File: src/rtl/johnson_dec.sv
// Registered Johnson-code decoder with step pulse and sticky integrity flag.
// Optional one-hot phase output enabled by defining JOHNSON_DEC_ONEHOT_EN.
module johnson_dec #(
    parameter int n = 8,
    localparam int w = $clog2(2*n)
) (
    input  logic         clk,
    input  logic         clr_n,
    input  logic [n-1:0] in,
    input  logic         err_clr,
    output logic [w-1:0] out,
    output logic         valid,
    output logic         step,
    output logic         err
`ifdef JOHNSON_DEC_ONEHOT_EN
    ,
    output logic [2*n-1:0] phase
`endif
);

    logic [n-1:0] s1;
    logic         s1v;
    logic [w-1:0] p;
    logic         pv;

    logic [n-1:0] s1_inc, inv, inv_inc;
    logic         legal;
    logic [w-1:0] idx, p_inc;
    logic         fault;
    int           ones;
    int           idx_i;

    // Legal words are a run of ones touching bit 0, or a run of zeros touching bit 0.
    always_comb begin
        s1_inc  = s1 + n'(1);
        inv     = ~s1;
        inv_inc = inv + n'(1);
        legal   = ((s1 & s1_inc) == '0) || ((inv & inv_inc) == '0);
        ones    = 0;
        for (int i = 0; i < n; i++) begin
            if (s1[i]) ones++;
        end
        idx_i   = s1[n-1] ? ((2*n - ones) % (2*n)) : ones;
        idx     = w'(idx_i);
        p_inc   = (p == w'(2*n - 1)) ? '0 : p + w'(1);
        fault   = s1v && (!legal || (pv && idx != p && idx != p_inc));
    end

    // s1v keeps the reset value of s1 from being decoded as a real sample.
    always_ff @(posedge clk or negedge clr_n) begin
        if (!clr_n) begin
            s1    <= '0;
            s1v   <= 1'b0;
            p     <= '0;
            pv    <= 1'b0;
            out   <= '0;
            valid <= 1'b0;
            step  <= 1'b0;
            err   <= 1'b0;
        end else begin
            s1  <= in;
            s1v <= 1'b1;
            if (s1v) begin
                if (legal) begin
                    out   <= idx;
                    valid <= 1'b1;
                    step  <= pv && (idx == p_inc);
                    p     <= idx;
                    pv    <= 1'b1;
                end else begin
                    valid <= 1'b0;
                    step  <= 1'b0;
                    pv    <= 1'b0;
                end
            end
            err <= fault | (err & ~err_clr);
        end
    end

`ifdef JOHNSON_DEC_ONEHOT_EN
    always_ff @(posedge clk or negedge clr_n) begin
        if (!clr_n) begin
            phase <= '0;
        end else if (s1v) begin
            phase <= legal ? ((2*n)'(1) << idx) : '0;
        end
    end
`endif

endmodule

File: config.mk
export PLATFORM = sky130hd
export DESIGN_NAME = johnson_dec
export DESIGN_NICKNAME = d
export VERILOG_FILES = /design/src/rtl/johnson_dec.sv
export SDC_FILE = /design/constraint.sdc
export NUM_CORES = 1
export LEC_CHECK = 0
export CORE_ASPECT_RATIO = 0.8
export CORE_MARGIN = 5
export CORE_UTILIZATION = 45
export CTS_BUF_LIST = sky130_fd_sc_hd__clkbuf_8 sky130_fd_sc_hd__clkbuf_16
export CTS_CLUSTER_SIZE = 28
export DETAILED_ROUTE_END_ITERATION = 6
export PLACE_DENSITY = 0.72
export SYNTH_ARGS = -nofsm -noshare
export SYNTH_HDL_FRONTEND = slang
export SYNTH_SLANG_ARGS = --single-unit
export TNS_END_PERCENT = 1
File: constraint.sdc
create_clock -name clk -period 7 [get_ports clk]
set_input_delay 1.75 -clock clk [delete_from_list [all_inputs] [get_ports clk]]
set_output_delay 1.75 -clock clk [all_outputs]
set_load 0.05 [all_outputs]
==> results_tabular.tex, run 1 <==
\begin{tabular}{lr}
\hline
Metric & Value \\
\hline
\multicolumn{2}{l}{\textbf{Synth}} \\
Synthesized instance count & 159 \\
Syn Std Cell Area & between 1500 and 2000 µm² \\
Prevailing post-synth register cell & dfrtp\_1 \\
Library cell with the highest instance count after synthesis & dfrtp\_1 \\
Avg Synthesized Cell Area & 9.73 µm² \\
Most common library cells after synthesis & dfrtp\_1, nor2\_1, ha\_1, nand2\_1 \\
Post-synth EDFFs & 0 \\
Yosys reg bits & 16 \\
Sequential share of the synthesized area & between 20\% and 30\% \\
Area share of the largest cell type after synthesis & $\sim$26\% \\
Synth area leader & dfrtp\_1 \\
Yosys warning count & 0 \\
Fraction of registers with async set or reset after synthesis & 100\% \\
Cell variety after synth & 52 \\
Nets in the synthesized netlist & 181 \\
Leading cell types by total area after synthesis & dfrtp\_1, ha\_1, xnor2\_1 \\
\multicolumn{2}{l}{\textbf{Finish}} \\
Signed area change from the synthesized netlist to the final layout & 14.2\% \\
Final nets & between 150 and 200 \\
Fraction of final layout cells with drive strength greater than 1 & between 10\% and 20\% \\
Number of antenna repair diodes & 0 \\
\multicolumn{2}{l}{\textbf{Floorplanning}} \\
Die height & roughly 62 µm \\
I/O pin total & 18 \\
Starting density of the core & 45.8\% \\
Num rows & 19 \\
Full die area & 4720 µm² \\
Area inside the core boundary & about 3400 µm² \\
Chip width & 75.5 µm \\
\multicolumn{2}{l}{\textbf{Timing}} \\
Total negative setup slack & 0 ns \\
Setup skew after layout & roughly 0.0064 ns \\
Setup repair after global routing missed its margin & false \\
Slew Limit Fails & 0 \\
Worst slew pin tran & $\sim$0.65 ns \\
Top achievable clock speed & about 0.18 GHz \\
Endpoints failing hold & 0 \\
Final period demand of the worst path & $\sim$5.5 ns \\
Setup violation total in the final timing report & 0 \\
Period Utilization, post-route & 78.2\% \\
Relative slew slack & a little under three fifths \\
Hold WS & between 0.5 and 0.6 ns \\
\multicolumn{2}{l}{\textbf{Critical path}} \\
Critical path's slowest cell & dfrtp\_1 \\
Kind of start point of the critical path & flip-flop \\
Type of the worst setup path & flip-flop to flip-flop \\
Biggest cell delay along the critical path & a little over 0.4 ns \\
CP top delay family & adder cells \\
Reg2Reg Setup Slack & about 1.5 ns \\
Type of destination of the critical path & flip-flop \\
Worst path bufs/invs & 2 \\
Critical path's most frequent cell & ha\_1 \\
Top fanout value on the critical path & 5 \\
Data arrival, critical path & about 5.6 ns \\
Data required time at the worst endpoint & $\sim$7.2 ns \\
\multicolumn{2}{l}{\textbf{Detailed routing}} \\
Vias per Instance & around 5.4 \\
Aggregate routed wire length & 2.74 mm \\
Via count & between 1000 and 1500 \\
Number of detailed-route iterations in the first pass & 4 \\
DRC violations left & 0 \\
Routed wirelength normalized by instance count & around 13 µm \\
Iteration-0 DRC Markers & 35 \\
Number of antenna-violating nets in the routed design & 0 \\
\multicolumn{2}{l}{\textbf{Global route}} \\
All-Layer GR Usage & 12.9\% \\
Number of antenna violations at the first check in global routing & 0 \\
Via count of the first global-routing pass & 1098 \\
Pin count of the biggest net entering global routing & 17 \\
Total gr overflow & 0 \\
Wire length of the first global-routing pass & roughly 4.9 mm \\
\multicolumn{2}{l}{\textbf{CTS}} \\
Clock tree from TritonCTS & yes \\
Deepest clock path buffer count & 2 \\
Hold buffers post-CTS & 0 \\
CTS sink cnt & 16 \\
H-tree depth & 1 \\
Number of buffers inserted by post-CTS setup repair & 0 \\
Clock slew at reported path FFs & 0.05 ns \\
Clock network latency to the later pin of the worst-skew pair & between 0.2 and 0.3 ns \\
Number of gates resized after cts & 0 \\
Root buffer cell & clkbuf\_8 \\
Cts bufs inserted & 3 \\
\multicolumn{2}{l}{\textbf{Power and ir drop}} \\
Leakage & between 0.7 and 0.8 nW \\
Maximum vdd ir drop & around 0.27 mV \\
Ratio of total power to cell area & approximately 330 nW/µm² \\
\multicolumn{2}{l}{\textbf{Hold path}} \\
Min-delay worst type & flip-flop to flip-flop \\
\multicolumn{2}{l}{\textbf{Placement}} \\
Placed wire-length estimate & roughly 2.2 mm \\
Final weighted congestion in routability-driven placement & between 0.8 and 0.9 \\
Count of buffers from port buffering & 17 \\
\multicolumn{2}{l}{\textbf{Flow run}} \\
Max-capacitance violation count & 0 \\
\multicolumn{2}{l}{\textbf{Status}} \\
Status & finished, final reports clean \\
\hline
\end{tabular}
[report_power, final]
group          switching (mW)  internal [mW]
sequential             0.0322          0.110
clock                  0.0290         0.0498
combinational           0.200          0.170
[final timing paths]
check                           startpoint  cells past startpoint     to
worst max-delay path                 s1[1]                     25   step
worst min-delay path                  step                      2   step
worst max register to register       s1[1]                     25   step
worst min register to register        step                      2   step
max in group asynchronous            clr_n                      1  s1[3]
min in group asynchronous            clr_n                      1   p[0]
[cell families (layout without fill, tap and decap cells)]
group                      count (synthesis)  in the layout  synth area share [%]
AOI/OAI and AO/OA                         33             33                  14.7
DFF                                       16             16                  25.9
muxes                                      4              4                  2.75
buffers and inverters                     18             30                  5.99
xor gates and xnor gates                  26             26                  24.8
adders and majority gates                 11             11                  8.90
other                                      1              1                 0.242
and+or+nand+nor                           50             50                  16.7
[worst min-delay path: cells and delay by family, from the launching register on]
kind | cells | cell delay [ns]
AOI/OAI and AO/OA | 1 | 0.07
buffers and inverters | 1 | 0.07
DFF | 1 | 0.38
[sequential cells by signal (all words and copies together), names as in the netlist]
register	flops
s1	8
p	4
err	1
pv	1
s1v	1
step	1
[metal layers]
layer	vias to the layer above	part of all wire, %	global-route usage [%]	routed length (µm)
met4	0	2.6	6.55	72
li1	575	-	-	-
met3	7	2.5	1.13	68
met1	538	47	18.1	1290
met2	22	48	19.6	1310
met5	-	0	0	0
[through the flow]
stage / worst slack [ns] / instance area (µm²) / utilization (%) / power, mW / cells
finish: 1.53 / 1770 / 52.3 / 0.590 / 213
global route: 1.12 / 1770 / 52.3 / 0.641 / 213
CTS: 1.49 / 1770 / 52.3 / 0.595 / 213
detailed placement: 1.53 / 1710 / 50.7 / 0.513 / 209
global placement: 1.69 / 1710 / 50.7 / 0.503 / 209
floorplan: 1.98 / 1550 / - / 0.435 / 159
[area by class of cell]
cell class / count / area (µm²)
repair buffers: 17 / 170
inverters: 9 / 33.8
fillers: 321 / 1610
flip-flops and latches: 16 / 400
clock buffers: 4 / 55.1
well taps: 42 / 52.6
multi-input cells: 125 / 1050
[cells in the final DEF, fill, tap and decap left out, drive strengths merged, types with 2 or more instances in the layout]
cell type and n:
o31ai 2, nor4 3, inv 9, mux2i 2
o21ai 8, xnor2 11, xnor3 5, nand2b 2
mux2 2, clkbuf 4, nand2 11, nand3 5
ha 11, nor2 13, nor3 5, clkdlybuf4s50 17
and2 3, nor2b 2, dfrtp 16, xor2 8
a21oi 9, xor3 2
(Power assumes the default switching activity.)
==> inputs of run 2 (changes only) <==
==> constraint.sdc (replaced) <==
create_clock -name clk -period 5.4 [get_ports clk]
set_input_delay 1.35 -clock clk [delete_from_list [all_inputs] [get_ports clk]]
set_output_delay 1.35 -clock clk [all_outputs]
set_load 0.05 [all_outputs]
==> run 2 against run 1 <==
  * Worst setup slack worse by 1.3 ns
  * Routed wire length rose by 15%
  * Largest power group unchanged
  * Sequential share of layout area decreased by 1.3 points
  * Power rose by 39%
  * Via count grew 7.3%
  * Non-clock buffer count increased by 8
==> results_tabular.tex, run 2 (synthesis results as in run 1) <==
\begin{tabular}{lr}
\hline
Metric & Value \\
\hline
\multicolumn{2}{l}{\textbf{Flow run}} \\
Max-capacitance violation count & 0 \\
\multicolumn{2}{l}{\textbf{Detailed routing}} \\
Aggregate routed wire length & approximately 3.1 mm \\
DRC violations left & 0 \\
Iteration-0 DRC Markers & 60 \\
Vias per Instance & 5.54 \\
Via count & 1225 \\
Number of antenna-violating nets in the routed design & 0 \\
Routed wirelength normalized by instance count & approximately 14 µm \\
Number of detailed-route iterations in the first pass & 4 \\
\multicolumn{2}{l}{\textbf{Finish}} \\
Top register by number of flip-flops & s1 \\
Max FFs per register & 8 \\
Most frequent cells in the layout & clkdlybuf4s50\_1, dfrtp\_1, nor2\_1 \\
Signed area change from the synthesized netlist to the final layout & 21.4\% \\
Fraction of final layout cells with drive strength greater than 1 & between 20\% and 30\% \\
Final nets & a little over 200 \\
Number of antenna repair diodes & 0 \\
Leading cell type in the layout, fill and taps excluded & clkdlybuf4s50\_1 \\
Share of the core filled with cells in the final layout & a little under three fifths \\
Largest registers in the final layout & s1: 8 flops, p: 4 flops \\
\multicolumn{2}{l}{\textbf{Floorplanning}} \\
Num rows & 19 \\
I/O pin total & 18 \\
Full die area & 4720 µm² \\
Starting density of the core & about 46\% \\
Area inside the core boundary & between 3000 and 4000 µm² \\
Chip width & around 76 µm \\
Die height & between 60 and 70 µm \\
\multicolumn{2}{l}{\textbf{Timing}} \\
Relative slew slack & 55.6\% \\
Top achievable clock speed & around 0.19 GHz \\
Setup violation total in the final timing report & 0 \\
Worst slew pin tran & 0.663 ns \\
Slew Limit Fails & 0 \\
Total negative setup slack & 0 ns \\
Period Utilization, post-route & 95.5\% \\
Final period demand of the worst path & 5.16 ns \\
Post-route worst setup slack & 0.244 ns \\
Endpoints failing hold & 0 \\
Hold WS & between 0.5 and 0.6 ns \\
Setup skew after layout & roughly 0.0041 ns \\
\multicolumn{2}{l}{\textbf{Power and ir drop}} \\
Maximum vdd ir drop & 0.389 mV \\
Switching share of power & between 40\% and 50\% \\
Cell Int Power & 0.462 mW \\
Ratio of total power to cell area & 435 nW/µm² \\
Switching power & around 0.35 mW \\
Power share of the clock group & $\sim$13\% \\
Leakage & a little over 0.8 nW \\
Final Power & slightly above 0.8 mW \\
Relative contribution of combinational cells to total power & approximately 65\% \\
Seq pwr share & about 22\% \\
\multicolumn{2}{l}{\textbf{Placement}} \\
Placed wire-length estimate & approximately 2.3 mm \\
Final weighted congestion in routability-driven placement & between 0.8 and 0.9 \\
Count of buffers from port buffering & 17 \\
Setup slack after placement & -0.119 ns \\
\multicolumn{2}{l}{\textbf{Critical path}} \\
Type of the worst setup path & flip-flop to flip-flop \\
Length in cells of the worst reg-to-reg path & 25 \\
Type of destination of the critical path & flip-flop \\
Kind of start point of the critical path & flip-flop \\
Top fanout value on the critical path & 4 \\
Data arrival, critical path & about 5.3 ns \\
Data required time at the worst endpoint & between 5 and 6 ns \\
\multicolumn{2}{l}{\textbf{Global route}} \\
Wire length of the first global-routing pass & 5.15 mm \\
Pin count of the biggest net entering global routing & 17 \\
Via count of the first global-routing pass & between 1000 and 1500 \\
Number of antenna violations at the first check in global routing & 0 \\
All-Layer GR Usage & roughly 14\% \\
Total gr overflow & 0 \\
\multicolumn{2}{l}{\textbf{CTS}} \\
Deepest clock path buffer count & 2 \\
Clock slew at reported path FFs & $\sim$0.060 ns \\
CTS sink cnt & 16 \\
Root buffer cell & clkbuf\_8 \\
Clock tree from TritonCTS & yes \\
Cts bufs inserted & 3 \\
Clock network latency to the later pin of the worst-skew pair & 0.25 ns \\
H-tree depth & 1 \\
\multicolumn{2}{l}{\textbf{Hold path}} \\
Cell depth of the worst hold path & 1 \\
Min-delay worst type & flip-flop to flip-flop \\
\multicolumn{2}{l}{\textbf{Status}} \\
Status & finished, final reports clean \\
\hline
\end{tabular}
==> run 2: through the flow <==
step	instance area, µm²	cells
floorplan	1550	159
global placement	1730	212
detailed placement	1730	212
CTS	1810	219
global route	1880	221
finish	1880	221
==> run 2: metal layers <==
layer  global-route usage [%]  vias up  part of all wire (%)  wire (µm)
li1                         -      592                     -          -
met1                     18.6      598                    45       1430
met2                     22.1       29                    50       1570
met3                     1.77        6                   3.0         95
met4                     6.11        0                   1.8         58
met5                        0        -                     0          0
==> run 2: repair_timing <==
action	CTS	global route
resized for setup	1	11
pin swaps	1	2
hold endpoints to repair	0	0
hold buffers	0	0
setup buffers	3	2
endpoints found under the setup margin	1	2
==> run 2: power by group through the flow <==
stage | logic (mW) | registers (mW) | clock network (mW)
floorplan | 0.330 | 0.235 | 0
global route | 0.574 | 0.189 | 0.111
global placement | 0.483 | 0.182 | 0
detailed placement | 0.501 | 0.184 | 0
CTS | 0.517 | 0.182 | 0.107
finish | 0.532 | 0.183 | 0.102
==> run 2: final timing paths <==
check                       from    end  slack, ns
setup / recovery           s1[1]   step       0.24
hold / removal                pv     pv       0.56
setup reg to reg           s1[1]   step       0.24
hold reg to reg               pv     pv       0.56
max in group asynchronous  clr_n  s1[1]       3.47
min in group asynchronous  clr_n   p[3]       1.51
==> run 2: area by class of cell <==
class / count / area [µm²]
Multi-Input combinational cell: 125 / 1100
Sequential cell: 16 / 400
Tap cell: 42 / 52.6
Inverter: 9 / 33.8
Fill cell: 287 / 1500
Clock buffer: 4 / 55.1
Timing Repair Buffer: 25 / 230
==> run 2: worst max-delay path, stage by stage, from the launching register on <==
cell	delay (ns)
dfrtp_1	0.42
ha_2	0.24
nor2_2	0.18
nor2_1	0.08
ha_1	0.31
nand2_1	0.11
o31ai_4	0.11
ha_4	0.24
nor2b_2	0.15
nor2_1	0.06
ha_1	0.26
a22o_1	0.25
ha_1	0.29
mux2i_1	0.18
inv_1	0.07
ha_1	0.31
a21oi_2	0.14
ha_1	0.18
xnor2_1	0.11
nand2_1	0.10
xor2_2	0.19
xnor2_1	0.16
a211oi_2	0.22
o21ai_1	0.10
or3_1	0.36
o32ai_2	0.24
==> inputs of run 3 (changes only) <==
--- a/config.mk
+++ b/config.mk
@@ -8,7 +8,7 @@
 export CORE_ASPECT_RATIO = 0.8
 export CORE_MARGIN = 5
 export CORE_UTILIZATION = 45
-export CTS_BUF_LIST = sky130_fd_sc_hd__clkbuf_8 sky130_fd_sc_hd__clkbuf_16
+export CTS_BUF_LIST = sky130_fd_sc_hd__clkbuf_8
 export CTS_CLUSTER_SIZE = 28
 export DETAILED_ROUTE_END_ITERATION = 6
 export PLACE_DENSITY = 0.72
==> results of run 3 <==
Same layout as run 2: the final DEF is identical, and so are final timing and power.
